### src/rtl/rheed_crop_arbiter_if.sv
// rheed_crop_arbiter_if: crop streams in, merged pixel stream out, frame control
// frame_start/frame_done/busy: frame sequencing; s_axis_*: NUM_CROPS crop sources;
// m_axis_*: merged stream, tuser = crop index, tlast = last pixel of a crop.
// slave: arbiter view; master: environment view.
interface rheed_crop_arbiter_if #(
  parameter int PIXEL_BIT_WIDTH = 10,
  parameter int NUM_CROPS = 5
);
  localparam int UW = NUM_CROPS > 1 ? $clog2(NUM_CROPS) : 1;
  logic frame_start;
  logic [NUM_CROPS-1:0] s_axis_tvalid;
  logic [NUM_CROPS-1:0] s_axis_tready;
  logic [PIXEL_BIT_WIDTH-1:0] s_axis_tdata [NUM_CROPS];
  logic m_axis_tvalid;
  logic m_axis_tready;
  logic [PIXEL_BIT_WIDTH-1:0] m_axis_tdata;
  logic [UW-1:0] m_axis_tuser;
  logic m_axis_tlast;
  logic frame_done;
  logic busy;
  modport slave (
    input frame_start, s_axis_tvalid, s_axis_tdata, m_axis_tready,
    output s_axis_tready, m_axis_tvalid, m_axis_tdata, m_axis_tuser, m_axis_tlast, frame_done, busy
  );
  modport master (
    output frame_start, s_axis_tvalid, s_axis_tdata, m_axis_tready,
    input s_axis_tready, m_axis_tvalid, m_axis_tdata, m_axis_tuser, m_axis_tlast, frame_done, busy
  );
endinterface

### src/rtl/rheed_crop_arbiter.sv
// rheed_crop_arbiter: round-robin burst arbiter merging crop streams into one registered stream
// clk/reset: clock and synchronous active-high reset; bus: rheed_crop_arbiter_if slave view.
module rheed_crop_arbiter #(
  parameter int PIXEL_BIT_WIDTH = 10,
  parameter int NUM_CROPS = 5,
  parameter int OUT_ROWS = 20,
  parameter int OUT_COLS = 20,
  parameter int BURST_LEN = 8
) (
  input logic clk,
  input logic reset,
  rheed_crop_arbiter_if.slave bus
);
  localparam int CROP_PIX = OUT_ROWS * OUT_COLS;
  localparam int UW = NUM_CROPS > 1 ? $clog2(NUM_CROPS) : 1;
  localparam int CW = $clog2(CROP_PIX + 1);
  localparam int BW = $clog2(BURST_LEN + 1);
  typedef enum logic [1:0] {IDLE, ARB, XFER, DONE} state_t;
  state_t r_state;
  logic [CW-1:0] r_cnt [NUM_CROPS];
  logic [UW-1:0] r_ptr, r_grant, r_muser;
  logic [BW-1:0] r_burst;
  logic [PIXEL_BIT_WIDTH-1:0] r_mdata;
  logic r_mvalid, r_mlast, r_done, r_busy;
  logic w_slot, w_hs, w_end, w_found, w_all_full;
  logic [UW-1:0] w_pick, w_idx;
  logic [CW-1:0] w_cnt_nx;
  // the output register can take a new beat when empty or being drained this cycle
  assign w_slot = !r_mvalid || bus.m_axis_tready;
  assign w_hs = r_state == XFER && w_slot && bus.s_axis_tvalid[r_grant];
  assign w_cnt_nx = r_cnt[r_grant] + 1'b1;
  assign w_end = w_hs && (r_burst == BW'(BURST_LEN - 1) || w_cnt_nx == CW'(CROP_PIX));
  assign bus.s_axis_tready = (r_state == XFER && w_slot) ? NUM_CROPS'(1) << r_grant : '0;
  assign bus.m_axis_tvalid = r_mvalid;
  assign bus.m_axis_tdata = r_mdata;
  assign bus.m_axis_tuser = r_muser;
  assign bus.m_axis_tlast = r_mlast;
  assign bus.frame_done = r_done;
  assign bus.busy = r_busy;
  // scan downward in offset so the candidate closest to the pointer wins
  always_comb begin
    w_found = 1'b0;
    w_pick = '0;
    w_idx = '0;
    w_all_full = 1'b1;
    for (int k = NUM_CROPS - 1; k >= 0; k--) begin
      w_idx = UW'((int'(r_ptr) + k) % NUM_CROPS);
      if (r_cnt[w_idx] != CW'(CROP_PIX)) w_all_full = 1'b0;
      if (bus.s_axis_tvalid[w_idx] && r_cnt[w_idx] != CW'(CROP_PIX)) begin
        w_found = 1'b1;
        w_pick = w_idx;
      end
    end
  end
  always_ff @(posedge clk) begin
    if (reset) begin
      r_state <= IDLE;
      r_ptr <= '0;
      r_grant <= '0;
      r_burst <= '0;
      r_mvalid <= 1'b0;
      r_mdata <= '0;
      r_muser <= '0;
      r_mlast <= 1'b0;
      r_done <= 1'b0;
      r_busy <= 1'b0;
      for (int c = 0; c < NUM_CROPS; c++) r_cnt[c] <= '0;
    end else begin
      r_done <= 1'b0;
      if (w_hs) begin
        r_mvalid <= 1'b1;
        r_mdata <= bus.s_axis_tdata[r_grant];
        r_muser <= r_grant;
        r_mlast <= w_cnt_nx == CW'(CROP_PIX);
        r_cnt[r_grant] <= w_cnt_nx;
        r_burst <= w_end ? '0 : r_burst + 1'b1;
      end else if (bus.m_axis_tready) begin
        r_mvalid <= 1'b0;
      end
      case (r_state)
        IDLE: if (bus.frame_start) begin
          r_state <= ARB;
          r_busy <= 1'b1;
          r_ptr <= '0;
          for (int c = 0; c < NUM_CROPS; c++) r_cnt[c] <= '0;
        end
        ARB: if (w_all_full && !r_mvalid) begin
          r_state <= DONE;
          r_done <= 1'b1;
        end else if (w_found) begin
          r_grant <= w_pick;
          r_state <= XFER;
        end
        XFER: if (w_end) begin
          r_ptr <= r_grant == UW'(NUM_CROPS - 1) ? '0 : r_grant + 1'b1;
          r_state <= ARB;
        end
        DONE: begin
          r_state <= IDLE;
          r_busy <= 1'b0;
        end
        default: r_state <= IDLE;
      endcase
    end
  end
endmodule
### src/flat_wrapper.sv
// flat-port wrapper written by rule: the top's interface ports become plain ports
module rheed_crop_arbiter_flat 
#(
  parameter int PIXEL_BIT_WIDTH = 10,
  parameter int NUM_CROPS = 5,
  parameter int OUT_ROWS = 20,
  parameter int OUT_COLS = 20,
  parameter int BURST_LEN = 8
)
  (clk, reset, bus_frame_start, bus_s_axis_tvalid, bus_s_axis_tdata, bus_m_axis_tready, bus_s_axis_tready, bus_m_axis_tvalid, bus_m_axis_tdata, bus_m_axis_tuser, bus_m_axis_tlast, bus_frame_done, bus_busy);
  rheed_crop_arbiter_if #(.PIXEL_BIT_WIDTH(PIXEL_BIT_WIDTH), .NUM_CROPS(NUM_CROPS)) bus_i ();
  input logic clk;
  input logic reset;
  input wire logic [$bits(bus_i.frame_start)-1:0] bus_frame_start;
  input wire logic [$bits(bus_i.s_axis_tvalid)-1:0] bus_s_axis_tvalid;
  input wire logic [$bits(bus_i.s_axis_tdata)-1:0] bus_s_axis_tdata;
  input wire logic [$bits(bus_i.m_axis_tready)-1:0] bus_m_axis_tready;
  output wire logic [$bits(bus_i.s_axis_tready)-1:0] bus_s_axis_tready;
  output wire logic [$bits(bus_i.m_axis_tvalid)-1:0] bus_m_axis_tvalid;
  output wire logic [$bits(bus_i.m_axis_tdata)-1:0] bus_m_axis_tdata;
  output wire logic [$bits(bus_i.m_axis_tuser)-1:0] bus_m_axis_tuser;
  output wire logic [$bits(bus_i.m_axis_tlast)-1:0] bus_m_axis_tlast;
  output wire logic [$bits(bus_i.frame_done)-1:0] bus_frame_done;
  output wire logic [$bits(bus_i.busy)-1:0] bus_busy;
  assign bus_i.frame_start = bus_frame_start;
  assign bus_i.s_axis_tvalid = bus_s_axis_tvalid;
  assign bus_i.s_axis_tdata = {>>{bus_s_axis_tdata}};
  assign bus_i.m_axis_tready = bus_m_axis_tready;
  assign bus_s_axis_tready = bus_i.s_axis_tready;
  assign bus_m_axis_tvalid = bus_i.m_axis_tvalid;
  assign bus_m_axis_tdata = bus_i.m_axis_tdata;
  assign bus_m_axis_tuser = bus_i.m_axis_tuser;
  assign bus_m_axis_tlast = bus_i.m_axis_tlast;
  assign bus_frame_done = bus_i.frame_done;
  assign bus_busy = bus_i.busy;
  rheed_crop_arbiter #(.PIXEL_BIT_WIDTH(PIXEL_BIT_WIDTH), .NUM_CROPS(NUM_CROPS), .OUT_ROWS(OUT_ROWS), .OUT_COLS(OUT_COLS), .BURST_LEN(BURST_LEN)) u_core (.clk(clk), .reset(reset), .bus(bus_i));
endmodule
### config.mk
export PLATFORM = sky130hd
export DESIGN_NAME = rheed_crop_arbiter_flat
export DESIGN_NICKNAME = d
export VERILOG_FILES = /design/src/rtl/rheed_crop_arbiter_if.sv /design/src/rtl/rheed_crop_arbiter.sv /design/src/flat_wrapper.sv
export SDC_FILE = /design/constraint.sdc
export NUM_CORES = 1
export LEC_CHECK = 0
export BUFFER_PORTS_ARGS = -buffer_cell sky130_fd_sc_hd__buf_2
export CORE_ASPECT_RATIO = 0.9
export CORE_MARGIN = 2
export CORE_UTILIZATION = 55
export DETAILED_ROUTE_END_ITERATION = 12
export PLACE_DENSITY = 0.85
export RECOVER_POWER = 50
export SLEW_MARGIN = 20
export SYNTH_ARGS = -nofsm -noshare
export SYNTH_HDL_FRONTEND = slang
export SYNTH_SLANG_ARGS = --single-unit
### constraint.sdc
create_clock -name clk -period 12 [get_ports clk]
set_input_delay 1.2 -clock clk [delete_from_list [all_inputs] [get_ports clk]]
set_output_delay 1.2 -clock clk [all_outputs]
set_load 0.05 [all_outputs]
==> out/summary.log <==
qor: run_status.run_status complete, no violations
qor: layout.finalNetCount 927
qor: global_routing.grt_usage 26.8%
qor: floorplanning.fp.dieArea 0.0144 sq mm
qor: cts.post_cts.repair.setup_buffers 0
qor: global_routing.via_count_of_the_first_global_routing_pass 6178
qor: logic_synthesis.cell_types_with_the_highest_counts_after_synthesis nor2_1, edfxtp_1, nand2_1, mux2i_1, a21oi_1
qor: routing.post_drt_wl_per_cell 19.2 microns
qor: logic_synthesis.mappedNetlistArea 0.00740 sq mm
qor: setup_path.worst_path_largest_cell_delay 650 ps
qor: logic_synthesis.synth_seq_cells 104
qor: setup_path.crit_path_start u_core.r_ptr[0]$_SDFFE_PP0P_
qor: placed_design.detailedPlace.worstSlack 6400 ps
qor: timing.postLayoutSetupSlackWorst 6290 ps
qor: floorplanning.num_rows 40
qor: logic_synthesis.synthesis.instances 755
qor: timing.final.period_utilization 47.6%
qor: cts.worst_setup_hold_path_clk_slew 70 ps
qor: cts.clockRootBuffer clkbuf_16
qor: timing.final.setup_skew 8.51 ps
qor: floorplanning.top_level_ports 81
qor: placed_design.gp_congestion 0.947
qor: layout.layout-drive-gt1-share 15.1%
qor: logic_synthesis.number_of_enable_type_register_cells_in_the_synthesized_netlist 72
qor: logic_synthesis.post_synthesis_sequential_area_ratio 37.9%
qor: cts.number_of_levels_in_the_clock_h_tree 3
qor: setup_path.setup.worst_path.end_class flip-flop
qor: cts.number_of_resized_instances_in_the_post_cts_repair_step 0
qor: logic_synthesis.yosys.area.top_type_share 29.2%
qor: routing.drtPass1Iterations 6
qor: timing.fin_setup_tns 0 ps
qor: placed_design.number_of_buffers_added_on_ports 80
qor: global_routing.grt_start_max_net_pins 34
qor: timing.timing.final.crit_period 5710 ps
qor: logic_synthesis.synth_top_flop_cell edfxtp_1
qor: logic_synthesis.synthesis.yosys.warnings 0
qor: layout.antenna-diode-count 0
qor: floorplanning.die_height 114 microns
qor: power_and_ir_drop.peak_ir_drop_on_the_vdd_network 0.0997 mV
qor: logic_synthesis.syn_avg_cell_area 9.80 sq um
qor: logic_synthesis.netlist-cell-type-count 84
qor: setup_path.reg2reg_depth 15
qor: flow_run.max_cap_viol_count 0
qor: timing.worst_slew_margin 15.2%
qor: setup_path.crit_path_cell_trace buf_4, clkinv_1, ha_1, and3_1, a211oi_1, ha_1, inv_1, o221ai_2, nand3_1, and2_1, a2111oi_0, or3_1, o21a_1, o221ai_1, a311oi_1
qor: cts.cts_inserted_buffers 9
qor: power_and_ir_drop.cellLeakagePower 0.00328 uW
qor: routing.post-route-drc-count 0
qor: setup_path.worst-endpoint-required 12230 ps
qor: logic_synthesis.synth_area_leader_cell edfxtp_1
qor: setup_path.worst-endpoint-arrival 5940 ps
qor: power_and_ir_drop.power_density 114 mW/mm^2
qor: logic_synthesis.synthArstFlopShare 0%
qor: power_and_ir_drop.power.total 938 uW
qor: setup_path.reg2reg_slack 6290 ps
qor: setup_path.critical_r2r_launch u_core.r_ptr[0]$_SDFFE_PP0P_
qor: routing.drt_iter0_drc 792
qor: cts.clock_insertion_delay_worst_skew 350 ps
qor: cts.ctsLongestPathBuffers 2
qor: cts.ctsHoldBuffers 0
qor: timing.max_freq 175 MHz
qor: timing.worst_slew_pin_slew 1270 ps
qor: setup_path.timing_worst_setup_path_type reg -> reg
qor: logic_synthesis.synth.most_common_cell nor2_1
qor: routing.antenna_left 0
qor: worst_hold_path.worstHoldPathType reg -> reg
qor: setup_path.crit_top_cell ha_1
qor: timing.report.final.setup_viol 0
qor: floorplanning.initial_utilization 55.8%
qor: floorplanning.coreArea 0.0133 sq mm
qor: global_routing.grt_pass1_wl 30800 microns
qor: setup_path.critical_path.startpoint_type flip-flop
qor: setup_path.cpMaxStageDelayCell clkinv_1
qor: logic_synthesis.synth_top_cells_by_area edfxtp_1, dfxtp_1, mux4_2
qor: floorplanning.chipWidth 126 microns
qor: layout.syn2layout_area_growth 11.3%
qor: timing.final-hold-violation-count 0
qor: setup_path.timing.critical_path.fanout_max 31
qor: timing.timing_max_transition_violations_final 0
qor: timing.unrepaired_setup_endpoints_after_global_routing false
qor: routing.via_per_inst 6.51
qor: routing.wire_length_after_detailed_routing 19400 microns
qor: cts.cts.sink_count 104
qor: routing.num_vias 6596
qor: placed_design.dp_hpwl 14100 microns
qor: cts.cts_tree yes
qor: global_routing.grt_antenna_before_repair 0
qor: global_routing.grt-ovfl-total 0
-- layer usage --
layer  track usage [%]  up-vias  wire (microns)
li1                  -     3023               -
met1              36.4     3165            8000
met2              42.4      341            9110
met3              5.82       67            1710
met4              10.4        0             631
met5                 0        -               0
-- power breakdown --
| group | internal (uW) | switching, uW | leakage, uW |
|---|---|---|---|
| clock network | 167 | 143 | 0.000155 |
| logic | 69.9 | 115 | 0.00210 |
| registers | 419 | 23.4 | 0.00102 |
-- final cells by class --
class / count / area, sq um
fill: 1081 / 5030
multi-input combinational: 604 / 4370
timing repair buffer: 84 / 404
sequential: 104 / 2800
inverter: 37 / 139
clock buffer: 9 / 225
tap: 168 / 210
clock inverter: 7 / 83.8
-- how the worst min path moves through the flow --
| stage | start | endpoint | slack, ps | depth (start not counted) |
|---|---|---|---|---|
| global placement | u_core.bus.m_axis_tuser[0]$_SDFFE_PP0P_ | u_core.bus.m_axis_tuser[0]$_SDFFE_PP0P_ | 460 | 2 |
| CTS | u_core.r_burst[1]$_SDFFE_PP0P_ | u_core.r_burst[1]$_SDFFE_PP0P_ | 490 | 2 |
| finish | u_core.r_burst[1]$_SDFFE_PP0P_ | u_core.r_burst[1]$_SDFFE_PP0P_ | 490 | 2 |
| floorplan | u_core.r_burst[1]$_SDFFE_PP0P_ | u_core.r_burst[1]$_SDFFE_PP0P_ | 450 | 2 |
| detailed placement | u_core.bus.m_axis_tuser[1]$_SDFFE_PP0P_ | u_core.bus.m_axis_tuser[1]$_SDFFE_PP0P_ | 470 | 2 |
| global route | u_core.bus.m_axis_tuser[1]$_SDFFE_PP0P_ | u_core.bus.m_axis_tuser[1]$_SDFFE_PP0P_ | 520 | 2 |
-- stage by stage --
stage,instances,util (%),hold WS (ps),instance area [sq um]
finish,1013,62.1,486,8230
global route,1013,62.1,520,8230
CTS,1013,62.4,490,8270
detailed placement,997,60.1,473,7970
global placement,997,60.1,464,7970
floorplan,781,-,449,7490
-- kinds of logic after synthesis --
family | synth area share [%]
DFF | 37.9
AOI/OAI and AO/OA | 16.2
muxes | 14.9
other | 0.0507
xor gates and xnor gates | 1.88
buffers and inverters | 4.21
adders and majority gates | 4.74
and+or+nand+nor | 20.1
-- placed cells by master (no fill, tap or decap), types with 5 or more instances in the layout --
cell / Yosys / final
clkbuf_1: 25 / 19
nor3b_1: 10 / 10
dfxtp_1: 32 / 32
mux4_2: 27 / 27
ha_1: 28 / 28
nand2b_1: 12 / 12
o21ai_0: 17 / 17
or3_1: 5 / 5
xnor2_1: 8 / 8
clkbuf_16: 0 / 9
o21ai_1: 5 / 5
nand3_1: 18 / 19
xor2_1: 6 / 6
conb_1: 1 / 27
nor3_1: 7 / 7
nor2_1: 104 / 104
o221ai_1: 8 / 8
and2_1: 12 / 12
a21oi_1: 39 / 39
mux2i_1: 41 / 41
o21a_1: 6 / 6
buf_2: 5 / 62
o22ai_1: 12 / 12
inv_1: 32 / 32
edfxtp_1: 72 / 72
a221oi_1: 4 / 5
nor4_1: 15 / 15
a211oi_1: 13 / 13
nand2_1: 55 / 55
a311oi_1: 8 / 8
nand4_1: 17 / 17
nor2b_1: 7 / 7
-- worst max-delay path, delay by kind of cell, from the launching register on --
family                   cells  cell delay (ps)
AND/OR/NAND/NOR              4             1000
buffers and inverters        3             1110
AO/OA/AOI/OAI                6             2240
adder cells (fa/ha/maj)      2              910
flip-flops                   1              310
-- registers in the layout, summed over array words and instances, names as in the netlist, named ones only --
name                      cells
u_core.bus.frame_done         1
u_core.r_grant                3
u_core.r_burst                4
u_core.r_state                2
u_core.bus.m_axis_tlast       1
u_core.bus.m_axis_tuser       3
u_core.bus.m_axis_tdata      10
u_core.bus.m_axis_tvalid      1
u_core.bus.busy               1
u_core.r_cnt                 72
u_core.r_ptr                  3
Note: power is estimated with default switching activity, not from simulation.
